--- src/rtl/maxcut_search_if.sv ---
// Host/checker bundle for the max-cut search engine.
// slave = the search engine, master = host plus checker side.
interface maxcut_search_if #(
    parameter int BITS  = 3,
    parameter int VERTS = 5
);
    logic             start;
    logic             a;
    logic             b;
    logic             c;
    logic             d;
    logic             e;
    logic [BITS-1:0]  cut;
    logic             valid;
    logic             busy;
    logic             done;
    logic [BITS-1:0]  best;
    logic [VERTS-1:0] witness;

    modport slave (
        input  start, valid,
        output a, b, c, d, e, cut, busy, done, best, witness
    );

    modport master (
        output start, valid,
        input  a, b, c, d, e, cut, busy, done, best, witness
    );
endinterface

--- src/rtl/maxcut_search.sv ---
// Sweeps all vertex assignments against a combinational max-cut checker,
// raising the threshold on each hit to find the max cut and a witness.
module maxcut_search #(
    parameter int BITS  = 3,
    parameter int VERTS = 5
) (
    input logic             clk,
    input logic             rst,
    maxcut_search_if.slave  bus
);
    localparam logic [BITS-1:0]  BMAX = '1;
    localparam logic [VERTS-1:0] AMAX = '1;

    typedef enum logic [1:0] {
        IDLE,
        PROBE,
        DONE
    } state_t;

    state_t           state_q;
    state_t           state_d;
    logic [VERTS-1:0] asg_q;
    logic [VERTS-1:0] asg_d;
    logic [VERTS-1:0] wit_q;
    logic [VERTS-1:0] wit_d;
    logic [BITS-1:0]  best_q;
    logic [BITS-1:0]  best_d;
    logic [BITS-1:0]  thr;
    logic             sat;
    logic             hit;

    // A saturated best holds the threshold at max instead of wrapping to 0.
    assign sat = (best_q == BMAX);
    assign thr = sat ? BMAX : best_q + 1'b1;
    assign hit = bus.valid && !sat;

    always_ff @(posedge clk) begin
        if (rst) begin
            state_q <= IDLE;
            asg_q   <= '0;
            wit_q   <= '0;
            best_q  <= '0;
        end else begin
            state_q <= state_d;
            asg_q   <= asg_d;
            wit_q   <= wit_d;
            best_q  <= best_d;
        end
    end

    always_comb begin
        state_d = state_q;
        asg_d   = asg_q;
        wit_d   = wit_q;
        best_d  = best_q;
        unique case (state_q)
            IDLE: begin
                if (bus.start) begin
                    asg_d   = '0;
                    wit_d   = '0;
                    best_d  = '0;
                    state_d = PROBE;
                end
            end
            PROBE: begin
                if (hit) begin
                    best_d = best_q + 1'b1;
                    wit_d  = asg_q;
                end else if (asg_q == AMAX) begin
                    state_d = DONE;
                end else begin
                    asg_d = asg_q + 1'b1;
                end
            end
            DONE: begin
                state_d = IDLE;
            end
            default: begin
                state_d = IDLE;
            end
        endcase
    end

    assign bus.busy    = (state_q == PROBE);
    assign bus.done    = (state_q == DONE);
    assign bus.cut     = bus.busy ? thr : '0;
    assign bus.best    = best_q;
    assign bus.witness = wit_q;
    assign {bus.a, bus.b, bus.c, bus.d, bus.e} = asg_q;
endmodule
--- src/flat_wrapper.sv ---
// flat-port wrapper written by rule: the top's interface ports become plain ports
module maxcut_search_flat 
#(
    parameter int BITS  = 3,
    parameter int VERTS = 5
)
  (clk, rst, bus_start, bus_valid, bus_a, bus_b, bus_c, bus_d, bus_e, bus_cut, bus_busy, bus_done, bus_best, bus_witness);
  maxcut_search_if #(.BITS(BITS), .VERTS(VERTS)) bus_i ();
  input logic clk;
  input logic rst;
  input wire logic [$bits(bus_i.start)-1:0] bus_start;
  input wire logic [$bits(bus_i.valid)-1:0] bus_valid;
  output wire logic [$bits(bus_i.a)-1:0] bus_a;
  output wire logic [$bits(bus_i.b)-1:0] bus_b;
  output wire logic [$bits(bus_i.c)-1:0] bus_c;
  output wire logic [$bits(bus_i.d)-1:0] bus_d;
  output wire logic [$bits(bus_i.e)-1:0] bus_e;
  output wire logic [$bits(bus_i.cut)-1:0] bus_cut;
  output wire logic [$bits(bus_i.busy)-1:0] bus_busy;
  output wire logic [$bits(bus_i.done)-1:0] bus_done;
  output wire logic [$bits(bus_i.best)-1:0] bus_best;
  output wire logic [$bits(bus_i.witness)-1:0] bus_witness;
  assign bus_i.start = bus_start;
  assign bus_i.valid = bus_valid;
  assign bus_a = bus_i.a;
  assign bus_b = bus_i.b;
  assign bus_c = bus_i.c;
  assign bus_d = bus_i.d;
  assign bus_e = bus_i.e;
  assign bus_cut = bus_i.cut;
  assign bus_busy = bus_i.busy;
  assign bus_done = bus_i.done;
  assign bus_best = bus_i.best;
  assign bus_witness = bus_i.witness;
  maxcut_search #(.BITS(BITS), .VERTS(VERTS)) u_core (.clk(clk), .rst(rst), .bus(bus_i));
endmodule
--- config.mk ---
export PLATFORM = sky130hd
export DESIGN_NAME = maxcut_search_flat
export DESIGN_NICKNAME = d
export VERILOG_FILES = /design/src/rtl/maxcut_search_if.sv /design/src/rtl/maxcut_search.sv /design/src/flat_wrapper.sv
export SDC_FILE = /design/constraint.sdc
export NUM_CORES = 1
export LEC_CHECK = 0
export ABC_CLOCK_PERIOD_IN_PS = 2200
export CORE_MARGIN = 4
export CORE_UTILIZATION = 45
export DETAILED_ROUTE_END_ITERATION = 10
export PLACE_DENSITY = 0.83
export SETUP_SLACK_MARGIN = 0.1
export SLEW_MARGIN = 20
export SYNTH_ARGS = -nofsm -noshare
export SYNTH_HDL_FRONTEND = slang
export SYNTH_SLANG_ARGS = --single-unit
--- constraint.sdc ---
create_clock -name clk -period 2.2 [get_ports clk]
set_clock_uncertainty 0.05 [all_clocks]
set_input_delay 0.22 -clock clk [delete_from_list [all_inputs] [get_ports clk]]
set_output_delay 0.22 -clock clk [all_outputs]
set_load 0.02 [all_outputs]
Yosys cells after proc, flatten, opt, wreduce, memory -nomap -nowiden
Cells that the tools add are included.
{"block": "op_classes", "n_addsub": 2, "n_eq_ne": 9, "mux": 15, "n_reduce_logical": 7}
{"cell": "two-way mux 5 bit", "count": 4}
{"cell": "case mux 5 bit (2 select lines)", "count": 2}
{"cell": "two-way mux 3 bit", "count": 4}
{"cell": "inequality test 2 bit (second input constant)", "count": 5}
{"cell": "two-way mux 2 bit", "count": 3}
{"cell": "case mux 3 bit (2 select lines)", "count": 1}
{"cell": "AND reduction 3 bit", "count": 2}
{"cell": "adder 5 x 1 -> 5 bit (second input constant)", "count": 1}
{"cell": "equality test 5 bit (second input constant)", "count": 1}
{"cell": "case mux 2 bit (2 select lines)", "count": 1}
{"cell": "AND reduction 4 bit", "count": 1}
{"cell": "adder 3 x 1 -> 3 bit (second input constant)", "count": 1}
{"cell": "equality test 3 bit (second input constant)", "count": 1}
{"cell": "equality test 2 x 1 -> 1 bit (second input constant)", "count": 1}
{"cell": "equality test 2 bit (second input constant)", "count": 1}
{"cell": "zero test 2 bit", "count": 1}
{"cell": "nonzero test 2 bit", "count": 1}
{"cell": "logical AND 1 bit", "count": 1}
{"cell": "zero test 1 bit", "count": 1}
{"block": "totals", "reg_bits": 15, "inputBits": 4, "wordCells": 37}

Logic depth before layout (Yosys ltp)
{"block": "depth", "depth_word": 5, "depth_mapped": 6, "depth_no_buf": 6}

Worst setup path before layout
No wires, ideal clock.
{"block": "synth_timing", "path_kind": "reg2reg", "from": "register u_core.asg_q[0]", "to": "register u_core.asg_q[0]", "setup_time_ps": 74, "t_arrival_ps": 1892, "required_ps": 2076, "path_slack_ps": 184, "path_stages_with_launch": 7, "n_path_buf": 0, "period_less_slack_ps": 2016, "cell_sequence": "dfxtp_1 -> ha_1 -> and3_1 -> ha_1 -> or2_4 -> or4b_1 -> a31oi_1"}
{"block": "synth_between", "elab_chain_len": 4}
{"item": "from (decl)", "line": "maxcut_search.sv:22", "rtl": "logic [VERTS-1:0] asg_q;"}
{"item": "from (signal assigned)", "line": "maxcut_search.sv:45", "rtl": "asg_q <= asg_d;"}
{"item": "adder 5 x 1 -> 5 bit", "line": "maxcut_search.sv:72", "rtl": "asg_d = asg_q + 1'b1;"}
{"item": "two-way mux 5 bit", "line": "maxcut_search.sv:69", "rtl": "end else if (asg_q == AMAX) begin"}
{"item": "two-way mux 5 bit", "line": "maxcut_search.sv:66", "rtl": "if (hit) begin"}
{"item": "case mux 5 bit (2 select lines)", "line": "maxcut_search.sv:56", "rtl": "unique case (state_q)"}
Parallel ways exist; a longest one is shown, timed or not. The select of a mux whose other input is x is not followed.
A chain may end at the register's enable or synchronous reset.

Worst setup path in the final report
Ends and elaborated chain as after synthesis.

==> flow_summary.json <==
{
  "tritoncts.num_buffers": 3,
  "drc": 0,
  "timing_worst_setup_path_type": "reg -> reg",
  "grt_pass1_vias": 705,
  "globalRouteOverflowTotal": 0,
  "arr_time_crit_path_ps": 2210,
  "hold_viol_final": 0,
  "post_drt_wl_per_cell_um": 13.5,
  "maxSlewHeadroom": 0.767,
  "seq_area_frac_synth": 0.395,
  "antenna_found_initial": 0,
  "start_util": 0.488,
  "die_height_um": 49.1,
  "setup.worst_path.end_class": "register",
  "clk_root_buffer_cell": "sky130_fd_sc_hd__clkbuf_4",
  "io-pin-count": 22,
  "grt_use_met1": 0.179,
  "period_needed_ps": 2050,
  "htree_levels": 1,
  "place.port_buffers": 21,
  "clock_latency_at_the_later_pin_of_the_worst_skew_pair_ps": 290,
  "min_period_over_period": 0.930,
  "dieArea_um2": 2410,
  "worstPathMaxFanout": 7,
  "synth_top_cell_area_share": 0.395,
  "worst-slew-pin-transition_ps": 349,
  "clockBufferDepth": 2,
  "max_cap_violations": 0,
  "ys_ff_latch": 15,
  "worst_ep_required_time_ps": 2370,
  "layer_with_the_highest_usage_after_global_routing": "met2",
  "final.setup.tns_ps": 0,
  "cts_hold_repair_buffers": 0,
  "post-dp-hpwl_um": 1350,
  "synth.net_count": 103,
  "synth_instances": 94,
  "timing.reg2reg.setup_slack_ps": 150,
  "number_of_synthesized_flops_with_an_enable_pin": 0,
  "global_route_wire_length_before_repair_um": 2960,
  "power_density_nw_per_um2": 508,
  "total_standard_cell_area_after_synthesis_um2": 761,
  "grt_setup_unrepaired": "false",
  "die_width_um": 49.1,
  "synth_warnings": 0,
  "clock_net_sink_count": 15,
  "max_freq_ghz": 0.489,
  "globalRouteMet3Util": 0.0398,
  "fill_cells": 130,
  "globalRouteMet2Util": 0.268,
  "status": "finished, final reports clean",
  "grt_max_degree": 13,
  "dominantRegCellSynth": "sky130_fd_sc_hd__dfxtp_1",
  "count_of_final_setup_violators": 0,
  "tritoncts": "built",
  "grtUsageTotal": 0.156,
  "clk_pin_slew_ps": 90,
  "area_growth_syn_to_layout_pct": 32.2,
  "synth.avg_cell_area_um2": 8.09,
  "dr.pass1.iters": 4,
  "ys_async_sr_fraction": 0,
  "post-cts-setup-buffers": 0,
  "power.ir.vdd_worst_uv": 299,
  "globalplace.congestion": 0.905,
  "synth_largest_area_cell": "sky130_fd_sc_hd__dfxtp_1",
  "synth_area_leaders": "sky130_fd_sc_hd__dfxtp_1 (39%), sky130_fd_sc_hd__ha_1 (8.2%), sky130_fd_sc_hd__nand3_1 (7.2%)",
  "vias_per_cell": 5.64,
  "post_synth_num_cell_types": 30,
  "row_count": 14,
  "final_layout_size_suffix_gt1_frac": 0.0957,
  "ant_nets": 0,
  "report.final.slew_viol_count": 0,
  "place_area_um2": 977,
  "core_um2": 1560,
  "hold_class": "reg -> reg",
  "final_cell_area_um2": 1010,
  "antenna_cells_inserted": 0,
  "routed_wirelength_um": 1770,
  "nets": 125,
  "drt_first_iter_violations": 10,
  "crit_path_start_kind": "register",
  "vias": 739,
  "power_leakage_nw": 0.406
}
[timing repair]
| action | 4_1_cts | 5_1_grt |
|---|---|---|
| gates resized for setup | 4 | 2 |
| endpoints found under the setup margin | 3 | 2 |
| gates cloned | 0 | 0 |
[path summary, 6_finish.rpt]
kind | startpoint | end | cells past startpoint
max | u_core.asg_q[0] | u_core.asg_q[0] | 6
max reg2reg | u_core.asg_q[0] | u_core.asg_q[0] | 6
min | u_core.bus.witness[0] | u_core.bus.witness[0] | 2
min reg2reg | u_core.bus.witness[0] | u_core.bus.witness[0] | 2
[synthesized netlist by cell type, types with 2 or more instances]
master	count
sky130_fd_sc_hd__a31oi_1	3
sky130_fd_sc_hd__inv_1	4
sky130_fd_sc_hd__ha_1	5
sky130_fd_sc_hd__nand3_1	11
sky130_fd_sc_hd__nand2_1	10
sky130_fd_sc_hd__nor2_1	9
sky130_fd_sc_hd__a21oi_1	10
sky130_fd_sc_hd__nand2b_1	2
sky130_fd_sc_hd__and3_1	2
sky130_fd_sc_hd__dfxtp_1	15
sky130_fd_sc_hd__buf_2	2
sky130_fd_sc_hd__clkbuf_1	3
[cells in the final DEF (no fill, tap or decap), types with 2 or more instances in the layout]
| cell type | n |
|---|---|
| sky130_fd_sc_hd__clkdlybuf4s50_1 | 17 |
| sky130_fd_sc_hd__dfxtp_1 | 13 |
| sky130_fd_sc_hd__nand3_1 | 11 |
| sky130_fd_sc_hd__a21oi_1 | 10 |
| sky130_fd_sc_hd__nand2_1 | 10 |
| sky130_fd_sc_hd__nor2_1 | 9 |
| sky130_fd_sc_hd__ha_1 | 5 |
| sky130_fd_sc_hd__inv_1 | 4 |
| sky130_fd_sc_hd__a31oi_1 | 3 |
| sky130_fd_sc_hd__clkbuf_4 | 3 |
| sky130_fd_sc_hd__dlygate4sd2_1 | 3 |
| sky130_fd_sc_hd__nand2b_1 | 2 |
| sky130_fd_sc_hd__and3_1 | 2 |
| sky130_fd_sc_hd__dfxtp_2 | 2 |
[power by group]
| group | switching [mW] | internal, mW | total [mW] |
|---|---|---|---|
| Combinational | 0.0421 | 0.0252 | 0.0673 |
| Clock | 0.0932 | 0.0676 | 0.161 |
| Sequential | 0.00687 | 0.276 | 0.283 |
[state kept, by name, summed over array words and instances, names as in the netlist]
name and cells:
u_core.asg_q 5, u_core.bus.witness 5, u_core.bus.best 3, u_core.state_q 2
[per-layer routing]
metal | wire (um) | up-vias
li1 | - | 375
met1 | 844 | 338
met2 | 790 | 22
met3 | 104 | 4
met4 | 31 | 0
met5 | 0 | -
[worst max-delay path, cell delays in order (launching register included)]
cell and delay [ps]:
sky130_fd_sc_hd__dfxtp_2 360, sky130_fd_sc_hd__ha_1 230, sky130_fd_sc_hd__and3_1 190, sky130_fd_sc_hd__ha_1 210
sky130_fd_sc_hd__or2_4 280, sky130_fd_sc_hd__or4b_1 470, sky130_fd_sc_hd__a31oi_1 170
[cell type report]
class | count | area (um2) | area share
clock buffers | 3 | 22.5 | 0.0224
clock inverters | 1 | 5.00 | 0.00498
inverters | 5 | 18.8 | 0.0187
multi-input cells | 69 | 420 | 0.418
flip-flops and latches | 15 | 303 | 0.301
well taps | 16 | 20.0 | 0.0199
repair buffers | 22 | 216 | 0.215
[stage by stage]
stage / instances / setup slack (ps) / hold slack, ps / util / power, mW
after CTS: 131 / 101 / 416 / 0.643 / 0.513
after floorplan: 94 / 184 / 445 / - / 0.331
after detailed placement: 127 / 162 / 403 / 0.627 / 0.358
final: 131 / 154 / 412 / 0.645 / 0.511
after global placement: 127 / 235 / 395 / 0.627 / 0.356
after global routing: 131 / 114 / 442 / 0.645 / 0.533
[logic make-up after synthesis]
family                     synth area share
adders and majority gates            0.0822
AOI/OAI and AO/OA                     0.169
and+or+nand+nor                       0.301
DFF                                   0.395
buffers and inverters                0.0526
No activity file was read; power rests on OpenSTA's default activity.
